$ cat src/rtl/adder_pkg.sv
// Shared constants and the per-stage pipeline record for the sliced adder.
package adder_pkg;

  localparam int DEF_WIDTH  = 8;
  localparam int DEF_SLICES = 2;
  localparam int MAX_W      = 64;

  // Operands are kept right-aligned: each stage shifts out the slice it consumed.
  typedef struct packed {
    logic             vld;
    logic             carry;
    logic             ovf;
    logic [MAX_W-1:0] sum;
    logic [MAX_W-1:0] a;
    logic [MAX_W-1:0] b;
  } stage_t;

endpackage

$ cat src/rtl/adder_slice.sv
// Combinational W-bit ripple of full adders; one instance per pipeline stage.
module adder_slice #(
  parameter int W = 4
) (
  input  logic [W-1:0] a,
  input  logic [W-1:0] b,
  input  logic         ci,
  output logic [W-1:0] s,
  output logic         co
);

  logic [W:0] w_c;

  assign w_c[0] = ci;

  for (genvar i = 0; i < W; i++) begin : g_fa
    assign s[i]     = a[i] ^ b[i] ^ w_c[i];
    assign w_c[i+1] = (a[i] & b[i]) | (w_c[i] & (a[i] ^ b[i]));
  end

  assign co = w_c[W];

endmodule

$ cat src/rtl/pipelined_adder.sv
// Add/subtract split into SLICES registered bit-slices; latency SLICES cycles.
// An unaccepted result freezes every occupied stage and drops in_ready; bubbles still flow.
module pipelined_adder
  import adder_pkg::*;
#(
  parameter int WIDTH  = DEF_WIDTH,
  parameter int SLICES = DEF_SLICES
) (
  input  logic             clk,
  input  logic             rst_n,
  input  logic             in_valid,
  output logic             in_ready,
  input  logic [WIDTH-1:0] x,
  input  logic [WIDTH-1:0] y,
  input  logic             cin,
  input  logic             sub,
  output logic             out_valid,
  input  logic             out_ready,
  output logic [WIDTH-1:0] sum,
  output logic             cout,
  output logic             ovf
);

  localparam int SLICE_W = WIDTH / SLICES;

  stage_t             r_stg [SLICES];
  stage_t             w_in  [SLICES];
  stage_t             w_nxt [SLICES];
  logic [SLICE_W-1:0] w_s   [SLICES];
  logic [SLICES-1:0]  w_co;
  logic [SLICES-1:0]  w_en;
  logic               w_stall;
  logic [WIDTH-1:0]   w_y_eff;
  logic [SLICES:0]    w_unused;

  assign w_stall  = r_stg[SLICES-1].vld && !out_ready;
  assign in_ready = !w_stall;
  assign w_y_eff  = sub ? ~y : y;

  // Subtract is x + ~y + !cin, so the carry-in is cin flipped by sub.
  assign w_in[0] = '{
    vld:   in_valid && in_ready,
    carry: cin ^ sub,
    ovf:   1'b0,
    sum:   '0,
    a:     MAX_W'(x),
    b:     MAX_W'(w_y_eff)
  };

  for (genvar k = 0; k < SLICES; k++) begin : g_stage
    if (k > 0) begin : g_link
      assign w_in[k] = r_stg[k-1];
    end

    adder_slice #(.W(SLICE_W)) u_slice (
      .a  (w_in[k].a[SLICE_W-1:0]),
      .b  (w_in[k].b[SLICE_W-1:0]),
      .ci (w_in[k].carry),
      .s  (w_s[k]),
      .co (w_co[k])
    );

    // ovf is recomputed every stage; only the top slice's value survives to the output.
    assign w_nxt[k] = '{
      vld:   w_in[k].vld && !w_stall,
      carry: w_co[k],
      ovf:   (w_in[k].a[SLICE_W-1] == w_in[k].b[SLICE_W-1]) &&
             (w_s[k][SLICE_W-1] != w_in[k].a[SLICE_W-1]),
      sum:   w_in[k].sum | (MAX_W'(w_s[k]) << (k * SLICE_W)),
      a:     w_in[k].a >> SLICE_W,
      b:     w_in[k].b >> SLICE_W
    };

    // Occupied stages hold on stall; empty ones keep loading bubbles.
    assign w_en[k]     = !w_stall || !r_stg[k].vld;
    assign w_unused[k] = w_in[k].ovf;
  end

  assign w_unused[SLICES] = ^{r_stg[SLICES-1].a, r_stg[SLICES-1].b, r_stg[SLICES-1].sum};

  always_ff @(posedge clk or negedge rst_n) begin
    if (!rst_n) begin
      for (int k = 0; k < SLICES; k++) r_stg[k] <= '0;
    end else begin
      for (int k = 0; k < SLICES; k++) begin
        if (w_en[k]) r_stg[k] <= w_nxt[k];
      end
    end
  end

  assign out_valid = r_stg[SLICES-1].vld;
  assign sum       = r_stg[SLICES-1].sum[WIDTH-1:0];
  assign cout      = r_stg[SLICES-1].carry;
  assign ovf       = r_stg[SLICES-1].ovf;

endmodule

$ cat config.mk
export PLATFORM = sky130hd
export DESIGN_NAME = pipelined_adder
export DESIGN_NICKNAME = d
export VERILOG_FILES = /design/src/rtl/adder_pkg.sv /design/src/rtl/adder_slice.sv /design/src/rtl/pipelined_adder.sv
export SDC_FILE = /design/constraint.sdc
export NUM_CORES = 1
export LEC_CHECK = 0
export BUFFER_PORTS_ARGS = -buffer_cell sky130_fd_sc_hd__buf_2
export CAP_MARGIN = 20
export CORE_AREA = 2 2 53 74
export DETAILED_ROUTE_END_ITERATION = 8
export DIE_AREA = 0 0 55 76
export SLEW_MARGIN = 20
export SYNTH_ARGS = -nofsm -noshare
export SYNTH_HDL_FRONTEND = slang
export SYNTH_SLANG_ARGS = --single-unit
$ cat constraint.sdc
create_clock -name clk -period 3.52 [get_ports clk]
set_clock_uncertainty 0.15 [all_clocks]
set_input_delay 0.704 -clock clk [delete_from_list [all_inputs] [get_ports clk]]
set_output_delay 0.704 -clock clk [all_outputs]
set_load 0.01 [all_outputs]
# ---- Yosys cells after proc, flatten, opt, wreduce, memory -nomap -nowiden
# Cells that the tools add are included.
dict set report classes {
  reduce_logical 11
  n_eq_ne 2
  n_bitwise 43
  muxes 1
}
# operator n
set op_table {}
lappend op_table {{$xor A1 B1 Y1} 17}
lappend op_table {{$and A1 B1 Y1} 16}
lappend op_table {{$mux W8} 1}
lappend op_table {{$not A8 Y8} 1}
lappend op_table {{$or A1 B1 Y1} 8}
lappend op_table {{$or A4 B8 Y8} 1}
lappend op_table {{$logic_and A1 B1 Y1} 5}
lappend op_table {{$logic_not A1 Y1} 4}
lappend op_table {{$logic_or A1 B1 Y1} 2}
lappend op_table {{$eq A1 B1 Y1} 1}
lappend op_table {{$ne A1 B1 Y1} 1}
dict set report word_totals {
  output_inout_bits 12
  wordCells 66
  reg_bits 25
  in_bits 22
}

# ---- Logic depth before layout (Yosys ltp)
# Gate-level depths: netlist of run 1.
dict set report depth {
  depth_word 11
  mapped_depth 9
}

# ---- Cells and area by module
# From an unflattened synthesis of run 1, not the netlist that was laid out.
dict set report hier_totals {
  cells_unflattened 103
  hier_area_um2 1337.5
}
# mod instances cells_each area_per_inst_um2
set modules_own_cells {}
lappend modules_own_cells {pipelined_adder 1 75 1102.3}
lappend modules_own_cells {adder_slice 2 14 117.6}

# ---- Worst setup path after synthesis of run 1
# No wires, ideal clock.
dict set report synth_path {
  kind {input to register}
  startpoint {input sub}
  endpoint {register r_stg[326] (netlist name)}
  setup_slack_ns 0.490
  t_required_ns 3.245
  path_stages 9
  arrival_time_ns 2.755
  n_path_buf 1
  cell_sequence {buf_2 -> xor2_1 -> fa_1 -> fa_1 -> inv_1 -> fa_1 -> inv_1 -> fa_1 -> mux2_4}
}
dict set report synth_via {
  elab_chain_cells 9
}
# item line_no
set synth_lines {}
lappend synth_lines {{start, declared} pipelined_adder.sv:16} ;# input logic sub,
lappend synth_lines {{$mux W8} pipelined_adder.sv:38} ;# assign w_y_eff = sub ? ~y : y;
lappend synth_lines {{$xor A1 B1 Y1} adder_slice.sv:18} ;# assign w_c[i+1] = (a[i] & b[i]) | (w_c[i] & (a[i] ^ b[i]));
lappend synth_lines {{$and A1 B1 Y1} adder_slice.sv:18}
lappend synth_lines {{$or A1 B1 Y1} adder_slice.sv:18}
lappend synth_lines {{$and A1 B1 Y1} adder_slice.sv:18}
lappend synth_lines {{$or A1 B1 Y1} adder_slice.sv:18}
lappend synth_lines {{$and A1 B1 Y1} adder_slice.sv:18}
lappend synth_lines {{$or A1 B1 Y1} adder_slice.sv:18}
lappend synth_lines {{$xor A1 B1 Y1 *} adder_slice.sv:17} ;# assign s[i] = a[i] ^ b[i] ^ w_c[i];
lappend synth_lines {{named net g_stage[0].u_slice.s[3]} adder_slice.sv:8} ;# output logic [W-1:0] s,
lappend synth_lines {{end signal, assigned by index} pipelined_adder.sv:86} ;# if (w_en[k]) r_stg[k] <= w_nxt[k];
lappend synth_lines {{end, declared} pipelined_adder.sv:26} ;# stage_t r_stg [SLICES];
# Mark *: on every way through the listed nets, which the timed path passes. The rest lies on a longest branch.
# A chain may end at the register's enable or synchronous reset.

# ---- Worst setup path after layout of run 1
# Ends and elaborated chain as after synthesis.

==> summary.txt, run 1 <==
Worst setup path
  • Data required, critical path: 3.52 ns
  • Crit path from: sub
  • Slowest CP cell: fa_1
  • Slowest stage delay, CP: 0.44 ns
  • Critical Path Start Type: primary input
  • Setup crit end kind: register
  • R2r worst-path depth: 9
  • Cell Chain, Critical Path: buf_2 -> xor2_1 -> fa_1 -> fa_1 -> inv_1 -> fa_1 -> inv_1 -> fa_1 -> mux2_4
  • Worst reg2reg setup slack: 0.87 ns
  • Critical Path AT: 2.85 ns
  • Max Fanout on Critical Path: 9
  • Crit Path Class: primary input to register
  • Most Frequent Cell on Critical Path: fa_1
  • Reg2reg end: ovf$_DFFE_PN0P_
  • Reg2reg start: r_stg[388]$_DFFE_PN0P_

Clock network
  • Worst-path clk slew: 0.08 ns
  • CTS Hold Buffers Added: 0
  • Clock tree sinks: 25
  • Worst skew pair latency: 0.26 ns
  • Post-CTS Setup Bufs: 0
  • CTS root buffer: clkbuf_8
  • CTS tree: built
  • CTS H-tree depth: 1
  • Resize count post-CTS: 0
  • Max clock buf depth: 2
  • CTS Buf Count: 3

Logic synthesis
  • Yosys cell types: 22
  • Synth Register Bits: 25
  • Synth Warn #: 0
  • Post-synth EDFFs: 0
  • Gate Count Post-Synth: 98
  • Top_reg_cell synth: dfrtp_1
  • Synthesized area: 0.00136 sq mm
  • Post-synthesis sequential area ratio: 46.0%
  • Avg Synthesized Cell Area: 13.9 sq um
  • Syn Nets: 129
  • Synth async-reset ratio: 100%

Floorplanning
  • Core area: 0.00358 sq mm
  • IO Pins: 34
  • Width of the die: 55 microns
  • Die Span Y: 76 microns
  • # rows: 26
  • Initial Utilization: 38.0%
  • Die area: 0.00418 sq mm

Power
  • Worst VDD drop: 0.235 mV
  • P per Cell Area: 556 mW/mm^2
  • Internal: 0.000601 W
  • Logic pwr share: 32.6%
  • Tot Pwr: 0.000859 W
  • Switch share: 30.0%
  • Leakage: 0.796 nW
  • Seq pwr share: 48.1%
  • Clock network power share: 19.2%
  • Psw: 0.000258 W

STA
  • Worst slew pin tran: 0.559 ns
  • Total negative slack: 0 ns
  • Final-report setup violation count: 0
  • Max-slew violation count: 0
  • Crit share post-route: 80.9%
  • Final hold violation count: 0
  • Final worst setup slack: 0.674 ns
  • Relative slew slack: 62.7%
  • FMAX: 351 MHz
  • Minimum hold slack: 0.271 ns
  • Min Tclk post-route: 2.85 ns
  • RSZ-0062 raised after global routing: false

Drt
  • Wirelength per Cell: 13.2 microns
  • Initial DRC count: 14
  • Final WL: 2210 microns
  • Vias per inst: 4.52
  • Via count: 755
  • 1st-pass router iterations: 3
  • ANT nets after route: 0
  • Post-route DRC: 0

Finish
  • Post-route cell area: 0.00155 sq mm
  • Layout cells sized above 1: 43.2%
  • FF+latch area: 626 sq um
  • # diodes: 0
  • Commonest non-fill, non-tap cell in the layout: buf_2
  • Commonest non-fill, non-tap cells in the layout: buf_2 (33), dfrtp_1 (25), inv_1 (12)
  • Layout Area Growth over Synthesis: 13.7%
  • Nets: 157
  • Fillers: 361
  • Multi-input gate area: 606 sq um

Min path
  • Hold Crit Class: primary input to asynchronous set/reset pin

Global route
  • GRT Total Usage: 13.0%
  • Initial antenna violation count: 0
  • Pin count of the biggest net entering global routing: 26
  • Total grt overflow: 0
  • Vias in the first global route: 832
  • Wire length of the first global-routing pass: 3930 microns

Place
  • I/O Buffers: 33
  • Post-DP HPWL: 1730 microns
  • Pre-CTS WS: 0.379 ns
  • Placed cell area: 0.00150 sq mm
  • Gpl congestion: 0.705

Job
  • Max cap viols: 0

Outcome
  • Outcome: finished, final reports clean
## state kept, by name, summed over array words and instances, names as in the netlist
register / count
sum: 8
r_stg: 14
cout: 1
out_valid: 1
ovf: 1
## worst max path at each step
| stage | to | cells past startpoint | slack [ns] |
|---|---|---|---|
| floorplan | r_stg[326]$_DFFE_PN0P_ | 9 | 0.49 |
| global placement | r_stg[326]$_DFFE_PN0P_ | 9 | 0.43 |
| detailed placement | r_stg[326]$_DFFE_PN0P_ | 9 | 0.38 |
| CTS | r_stg[326]$_DFFE_PN0P_ | 9 | 0.67 |
| global route | r_stg[326]$_DFFE_PN0P_ | 9 | 0.57 |
| finish | r_stg[326]$_DFFE_PN0P_ | 9 | 0.67 |
## stage by stage
| step | cells | util, % |
|---|---|---|
| finish | 167 | 43.2 |
| CTS | 167 | 43.2 |
| global route | 167 | 43.2 |
| floorplan | 98 | - |
| detailed placement | 163 | 41.9 |
| global placement | 163 | 41.9 |
## logic make-up after synthesis
kind of cell	Yosys count	synth area share, %
AO/OA/AOI/OAI	5	2.03
XOR/XNOR	10	6.45
multiplexers	19	18.5
buffers and inverters	23	9.39
adder cells (fa/ha/maj)	9	12.7
flip-flops	25	46.0
AND/OR/NAND/NOR	7	4.88
## cell usage after synthesis (3+ instances only)
library cell / number / share of area (%)
fa_1: 8 / 12
xnor2_1: 3 / 1.9
mux2_4: 11 / 12
mux2_2: 4 / 3.3
dfrtp_1: 25 / 46
buf_4: 8 / 4.4
xor2_1: 7 / 4.5
mux2i_1: 3 / 2.2
nor3b_1: 3 / 1.7
inv_1: 12 / 3.3
a21oi_1: 3 / 1.1
## critical path, delay by kind of cell
kind / cells / cell delay [ns]
adders and majority gates: 4 / 1.37
buffers and inverters: 3 / 0.31
muxes: 1 / 0.26
xor gates and xnor gates: 1 / 0.20
## area by class of cell
class / instances / area share (%)
flip-flops and latches: 25 / 40.5
multi-input cells: 50 / 39.2
repair buffers: 33 / 10.7
well taps: 42 / 3.40
inverters: 13 / 3.32
clock buffers: 4 / 2.91
## power by group through the flow
| stage | Clock, W | Sequential, W | Combinational, W |
|---|---|---|---|
| CTS | 0.000173 | 0.000416 | 0.000288 |
| floorplan | 0 | 0.000413 | 0.000242 |
| global placement | 0 | 0.000419 | 0.000280 |
| finish | 0.000165 | 0.000414 | 0.000280 |
| detailed placement | 0 | 0.000422 | 0.000286 |
| global route | 0.000188 | 0.000429 | 0.000316 |
## layer usage
metal / track usage [%] / up-vias / share of wire [%]
met5: 0 / - / 0
met4: 5.85 / 0 / 1.2
met3: 1.18 / 2 / 5.0
met2: 21.0 / 22 / 54
met1: 16.9 / 375 / 40
li1: - / 356 / -
Power figures use the tool's default switching activity.
==> run 2, diff against run 1 <==
--- a/config.mk
+++ b/config.mk
@@ -5,11 +5,12 @@
 export SDC_FILE = /design/constraint.sdc
 export NUM_CORES = 1
 export LEC_CHECK = 0
+export ABC_AREA = 1
 export BUFFER_PORTS_ARGS = -buffer_cell sky130_fd_sc_hd__buf_2
 export CAP_MARGIN = 20
-export CORE_AREA = 2 2 53 74
+export CORE_AREA = 2 2 53 75
 export DETAILED_ROUTE_END_ITERATION = 8
-export DIE_AREA = 0 0 55 76
+export DIE_AREA = 0 0 55 77
 export SLEW_MARGIN = 20
 export SYNTH_ARGS = -nofsm -noshare
 export SYNTH_HDL_FRONTEND = slang
==> constraint.sdc (replaced) <==
create_clock -name clk -period 2.4 [get_ports clk]
set_clock_uncertainty 0.15 [all_clocks]
set_input_delay 0.48 -clock clk [delete_from_list [all_inputs] [get_ports clk]]
set_output_delay 0.48 -clock clk [all_outputs]
set_load 0.01 [all_outputs]
==> summary.txt, run 2 <==
Clock network
  • CTS tree: built (unchanged)
  • CTS Hold Buffers Added: 0 (unchanged)
  • CTS H-tree depth: 1 (unchanged)
  • Worst-path clk slew: 0.08 ns (about the same)
  • Max clock buf depth: 2 (unchanged)
  • CTS Buf Count: 3 (unchanged)
  • Worst skew pair latency: 0.27 ns (was 0.26 ns)
  • CTS root buffer: clkbuf_8 (unchanged)
  • Clock tree sinks: 25 (unchanged)

Power
  • Internal: 0.000801 W (was 0.000601 W)
  • Logic pwr share: 29.9% (was 32.6%)
  • Switch share: 33.1% (was 30.0%)
  • Leakage: 0.889 nW (was 0.796 nW)
  • Tot Pwr: 0.00120 W (was 0.000859 W)
  • Clock network power share: 20.8% (was 19.2%)
  • Worst VDD drop: 0.306 mV (was 0.235 mV)
  • Psw: 0.000396 W (was 0.000258 W)
  • Seq pwr share: 49.3% (was 48.1%)
  • P per Cell Area: 761 mW/mm^2 (was 556 mW/mm^2)

STA
  • Final-report setup violation count: 0 (unchanged)
  • Relative slew slack: 64.2% (was 62.7%)
  • Final hold violation count: 0 (unchanged)
  • Max-slew violation count: 0 (unchanged)
  • Min Tclk post-route: 2.35 ns
  • Final worst setup slack: 0.0533 ns (was 0.674 ns)
  • Crit share post-route: 97.8%
  • Worst slew pin tran: 0.538 ns (was 0.559 ns)
  • RSZ-0062 raised after global routing: true (was false)
  • FMAX: 426 MHz
  • Total negative slack: 0 ns (unchanged)

Logic synthesis
  • Synth async-reset ratio: 100% (unchanged)
  • Most instantiated cells after synthesis: nand2_1 (78), dfrtp_1 (25), inv_1 (17) (was dfrtp_1 (25), inv_1 (12), mux2_4 (11))
  • Synth area leader: dfrtp_1 (unchanged)
  • Yosys cell types: 15 (was 22)
  • Synth Register Bits: 25 (unchanged)
  • Syn Nets: 188 (was 129)
  • Synthesized area: 0.00137 sq mm (was 0.00136 sq mm)
  • Synth Warn #: 0 (unchanged)
  • Top_reg_cell synth: dfrtp_1 (unchanged)
  • Synth top area share: 45.7% (was 46.0%)
  • Post-synthesis sequential area ratio: 45.7% (was 46.0%)
  • Ranking of synthesized cells by area: dfrtp_1 (46%), nand2_1 (21%), fa_1 (12%), buf_4 (5.5%), inv_1 (4.7%) (was dfrtp_1 (46%), mux2_4 (12%), fa_1 (12%), xor2_1 (4.5%), buf_4 (4.4%))
  • Avg Synthesized Cell Area: 8.73 sq um (was 13.9 sq um)
  • Post-synth EDFFs: 0 (unchanged)
  • Most frequent cell after synthesis: nand2_1 (was dfrtp_1)
  • Gate Count Post-Synth: 157 (was 98)

Floorplanning
  • IO Pins: 34 (unchanged)
  • Core area: 0.00358 sq mm (unchanged)
  • Die area: 0.00424 sq mm (was 0.00418 sq mm)
  • Die Span Y: 77 microns (was 76 microns)
  • Width of the die: 55 microns (unchanged)
  • # rows: 26 (unchanged)
  • Initial Utilization: 38.3% (was 38.0%)

Finish
  • Commonest non-fill, non-tap cells in the layout: nand2_1 (78), buf_2 (33), dfrtp_1 (25) (was buf_2 (33), dfrtp_1 (25), inv_1 (12))
  • Layout cells sized above 1: 28.3% (was 43.2%)
  • Non-Filler Instances: 226 (was 167)
  • Nets: 216 (was 157)
  • Layout Area Growth over Synthesis: 14.9% (was 13.7%)
  • Post-route cell area: 0.00157 sq mm (was 0.00155 sq mm)
  • # diodes: 0 (unchanged)
  • Commonest non-fill, non-tap cell in the layout: nand2_1 (was buf_2)
  • Reg with most FFs: r_stg (unchanged)
  • Largest register FFs: 14 (unchanged)

Drt
  • Final WL: 2230 microns (was 2210 microns)
  • Wirelength per Cell: 9.86 microns (was 13.2 microns)
  • Post-route DRC: 0 (unchanged)
  • Vias per inst: 4.23 (was 4.52)
  • Via count: 957 (was 755)
  • ANT nets after route: 0 (unchanged)
  • 1st-pass router iterations: 4 (was 3)
  • Initial DRC count: 16 (was 14)

Worst setup path
  • Max Fanout on Critical Path: 2 (was 9)
  • Reg2reg end: ovf$_DFFE_PN0P_ (unchanged)
  • Setup crit end kind: register (unchanged)
  • R2r worst-path depth: 10 (was 9)
  • Critical Path AT: 2.37 ns (was 2.85 ns)
  • Critical Path Start Type: register (was primary input)
  • Data required, critical path: 2.42 ns (was 3.52 ns)
  • Crit Path Class: register to register (was primary input to register)
  • Worst reg2reg setup slack: 0.05 ns (was 0.87 ns)
  • Reg2reg start: r_stg[388]$_DFFE_PN0P_ (unchanged)

Place
  • Pre-CTS WS: -0.217 ns (was 0.379 ns)
  • Placed insts: 222 (was 163)
  • Gpl congestion: 0.701 (was 0.705)
  • I/O Buffers: 33 (unchanged)
  • Placed cell area: 0.00152 sq mm (was 0.00150 sq mm)

Global route
  • Global-route track usage on met3: 1.17% (was 1.18%)
  • Met2 Track Usage GR: 19.4% (was 21.0%)
  • Wire length of the first global-routing pass: 3770 microns (was 3930 microns)
  • Pin count of the biggest net entering global routing: 26 (unchanged)
  • Total grt overflow: 0 (unchanged)
  • Vias in the first global route: 924 (was 832)
  • Busiest layer in global routing: met2 (unchanged)
  • GR Util met1: 14.6% (was 16.9%)
  • Initial antenna violation count: 0 (unchanged)
  • GRT Total Usage: 12.1% (was 13.0%)

Outcome
  • Outcome: finished, final reports clean (unchanged)

Min path
  • Hold Crit Class: primary input to asynchronous set/reset pin (unchanged)

Job
  • Max cap viols: 0 (unchanged)
==> run 2: final cells by class <==
class,instances,area [sq um]
well taps,42,52.6
flip-flops and latches,25,626
clock buffers,4,45.0
fillers,380,2000
multi-input cells,101,599
inverters,19,71.3
repair buffers,35,180
==> run 2: worst max-delay path by stage <==
stage                                 startpoint                     end  depth (start not counted)
after CTS                 r_stg[259]$_DFFE_PN0P_         ovf$_DFFE_PN0P_                         10
after global routing      r_stg[388]$_DFFE_PN0P_         ovf$_DFFE_PN0P_                         10
after global placement                       sub  r_stg[326]$_DFFE_PN0P_                         10
after floorplan                              sub  r_stg[326]$_DFFE_PN0P_                         10
final                     r_stg[388]$_DFFE_PN0P_         ovf$_DFFE_PN0P_                         10
after detailed placement                     sub  r_stg[326]$_DFFE_PN0P_                         10
==> run 2: cells by family after synthesis <==
family	count (synthesis)	synth area share [%]
compound gates	3	1.10
fa+ha+maj	9	12.6
buf+inv	31	11.9
simple gates	83	24.9
xor+xnor	6	3.84
flops	25	45.7
==> run 2: worst max-delay path, cell delays in order (launching register included) <==
cell and delay [ns]:
dfrtp_1 0.41, fa_2 0.39, inv_2 0.06, fa_1 0.14, inv_1 0.05, fa_2 0.33, inv_2 0.06, fa_1 0.42
xnor2_1 0.14, nand2_1 0.06, nand2_1 0.04
==> run 2: power by group through the flow <==
| stage | Clock [W] | Combinational [W] | Sequential [W] |
|---|---|---|---|
| 6_report | 0.000249 | 0.000358 | 0.000590 |
| 5_1_grt | 0.000269 | 0.000420 | 0.000604 |
| 4_1_cts | 0.000258 | 0.000366 | 0.000592 |
| 3_5_place_dp | 0 | 0.000363 | 0.000599 |
| 3_3_place_gp | 0 | 0.000353 | 0.000591 |
| 2_1_floorplan | 0 | 0.000301 | 0.000592 |
==> run 2: per-stage QoR <==
stage	hold WS [ns]	utilization, %
finish	0.0251	44.0
global route	0.0830	44.0
CTS	0.0449	44.0
detailed placement	0.309	42.6
global placement	0.301	42.6
floorplan	0.0344	-
==> run 2: timing repair <==
item,in CTS,in global routing
resized for setup,3,1
hold endpoints to repair,0,0
buffers inserted,0,0
setup endpoints to repair,1,1
pin swaps,3,3
==> run 2: layer usage <==
metal	vias up	part of all wire, %
li1	500	-
met3	5	5.4
met1	421	43
met2	31	48
met5	-	0
met4	0	3.2
==> run 3, diff against run 2 <==
--- a/config.mk
+++ b/config.mk
@@ -11,6 +11,7 @@
 export CORE_AREA = 2 2 53 75
 export DETAILED_ROUTE_END_ITERATION = 8
 export DIE_AREA = 0 0 55 77
+export SETUP_SLACK_MARGIN = 0.3
 export SLEW_MARGIN = 20
 export SYNTH_ARGS = -nofsm -noshare
 export SYNTH_HDL_FRONTEND = slang
==> summary.txt, run 3 (same netlist as run 2, synthesis figures left out) <==
Floorplanning
  • Die Span Y: 77 microns (unchanged)
  • Width of the die: 55 microns (unchanged)
  • Initial Utilization: 38.3% (unchanged)
  • # rows: 26 (unchanged)
  • Core area: 0.00358 sq mm (unchanged)
  • IO Pins: 34 (unchanged)
  • Die area: 0.00424 sq mm (unchanged)

Power
  • P per Cell Area: 753 mW/mm^2 (was 761 mW/mm^2)
  • Leakage: 0.895 nW (was 0.889 nW)
  • Tot Pwr: 0.00121 W (was 0.00120 W)
  • Worst VDD drop: 0.329 mV (was 0.306 mV)

Finish
  • Layout cells sized above 1: 33.5% (was 28.3%)
  • Nets: 217 (was 216)
  • Commonest non-fill, non-tap cells in the layout: nand2_1 (76), buf_2 (32), dfrtp_1 (25) (was nand2_1 (78), buf_2 (33), dfrtp_1 (25))
  • Commonest non-fill, non-tap cell in the layout: nand2_1 (unchanged)
  • # diodes: 0 (unchanged)
  • Post-route cell area: 0.00161 sq mm (was 0.00157 sq mm)
  • Layout Area Growth over Synthesis: 17.2% (was 14.9%)
  • Reg with most FFs: r_stg (unchanged)
  • Largest register FFs: 14 (unchanged)

Global route
  • Total grt overflow: 0 (unchanged)
  • Pin count of the biggest net entering global routing: 26 (unchanged)
  • Vias in the first global route: 975 (was 924)
  • Wire length of the first global-routing pass: 3950 microns (was 3770 microns)
  • Initial antenna violation count: 0 (unchanged)
  • GRT Total Usage: 12.5% (was 12.1%)

STA
  • Crit share post-route: 100% (was 97.8%)
  • Worst slew pin tran: 0.549 ns (was 0.538 ns)
  • Final worst setup slack: -0.00934 ns (was 0.0533 ns)
  • Minimum hold slack: 0.0418 ns (was 0.0251 ns)
  • Final hold violation count: 0 (unchanged)
  • Min Tclk post-route: 2.41 ns (was 2.35 ns)
  • Final-report setup violation count: 1 (was 0)
  • Max-slew violation count: 0 (unchanged)
  • Relative slew slack: 63.4% (was 64.2%)
  • FMAX: 415 MHz (was 426 MHz)
  • RSZ-0062 raised after global routing: true (unchanged)

Drt
  • Initial DRC count: 12 (was 16)
  • Final WL: 2280 microns (was 2230 microns)
  • Vias per inst: 4.21 (was 4.23)
  • 1st-pass router iterations: 4 (unchanged)
  • Post-route DRC: 0 (unchanged)
  • Via count: 956 (was 957)
  • Wirelength per Cell: 10.0 microns (was 9.86 microns)
  • ANT nets after route: 0 (unchanged)

Place
  • Placed cell area: 0.00153 sq mm (was 0.00152 sq mm)
  • Post-DP HPWL: 1790 microns
  • Gpl congestion: 0.705 (was 0.701)
  • I/O Buffers: 33 (unchanged)

Job
  • Max cap viols: 0 (unchanged)

Clock network
  • Worst-path clk slew: 0.08 ns (about the same)
  • Worst skew pair latency: 0.26 ns (was 0.27 ns)
  • CTS tree: built (unchanged)
  • CTS root buffer: clkbuf_8 (unchanged)
  • Clock tree sinks: 25 (unchanged)
  • CTS H-tree depth: 1 (unchanged)
  • CTS Buf Count: 3 (unchanged)
  • Max clock buf depth: 2 (unchanged)

Worst setup path
  • Worst reg2reg setup slack: -0.009 ns (was 0.05 ns)
  • Setup crit end kind: register (unchanged)
  • Max Fanout on Critical Path: 2 (unchanged)
  • Crit Path Class: register to register (unchanged)
  • Data required, critical path: 2.41 ns (was 2.42 ns)
  • Critical Path AT: 2.42 ns (was 2.37 ns)
  • Critical Path Start Type: register (unchanged)

Min path
  • Hold Crit Class: primary input to asynchronous set/reset pin (unchanged)

Outcome
  • Outcome: finished, violations left (was finished, final reports clean)
  • Failing checks: setup timing
run 3: cell count changes in the layout (fill, tap and decap cells not counted), moves of 2 or more:
cell,before,now
fa_1,4,1
fa_2,4,7
inv_1,14,11
inv_2,5,8
nand2_1,78,76
nand2_2,0,2
run 3: what timing repair did:
| action | in CTS | in global routing |
|---|---|---|
| setup endpoints to repair | 4 | 6 |
| hold buffers | 0 | 0 |
| setup buffers | 1 | 0 |
| resized for setup | 7 | 3 |
| pin swaps | 6 | 3 |
run 3: path summary, 6_finish.rpt:
kind | start | endpoint | depth (start not counted)
setup / recovery | r_stg[388]$_DFFE_PN0P_ | ovf$_DFFE_PN0P_ | 10
hold / removal | rst_n | sum[5]$_DFFE_PN0P_ | 1
setup reg to reg | r_stg[388]$_DFFE_PN0P_ | ovf$_DFFE_PN0P_ | 10
hold reg to reg | sum[0]$_DFFE_PN0P_ | sum[0]$_DFFE_PN0P_ | 2
max in group asynchronous | rst_n | sum[0]$_DFFE_PN0P_ | 1
min in group clk | x[7] | r_stg[262]$_DFFE_PN0P_ | 3
run 3: critical path, cell delays in order, from the launching register on:
cell,delay [ns]
dfrtp_1,0.42
fa_2,0.39
inv_2,0.06
fa_2,0.19
inv_2,0.04
fa_2,0.33
inv_2,0.06
fa_1,0.43
xnor2_1,0.14
nand2_1,0.05
nand2_1,0.04
run 3: final cells by class:
cell class / count / area (sq um)
Timing Repair Buffer: 36 / 198
Tap cell: 42 / 52.6
Multi-Input combinational cell: 101 / 612
Inverter: 19 / 71.3
Clock buffer: 3 / 41.3
Fill cell: 369 / 1970
Clock inverter: 1 / 5.00
Sequential cell: 25 / 626
run 3: through the flow:
step,std cells,TNS [ns],utilization [%],setup WS [ns]
2_1_floorplan,157,-0.159,-,-0.123
3_3_place_gp,222,-0.281,42.8,-0.176
3_5_place_dp,222,-0.349,42.8,-0.204
4_1_cts,227,-0.0200,44.7,-0.0200
5_1_grt,227,-0.0795,44.9,-0.0795
6_report,227,-0.00934,44.9,-0.00934
run 3: power breakdown:
| group | internal (W) | total [W] | switching (W) |
|---|---|---|---|
| logic | 0.000167 | 0.000377 | 0.000210 |
| clock network | 0.000116 | 0.000244 | 0.000128 |
| registers | 0.000526 | 0.000588 | 0.0000624 |
run 3: layer usage:
metal	track usage (%)	vias up	wire (microns)
met1	15.0	425	998
met3	1.17	2	101
met2	21.1	27	1140
li1	-	502	-
met4	6.59	0	38
met5	0	-	0
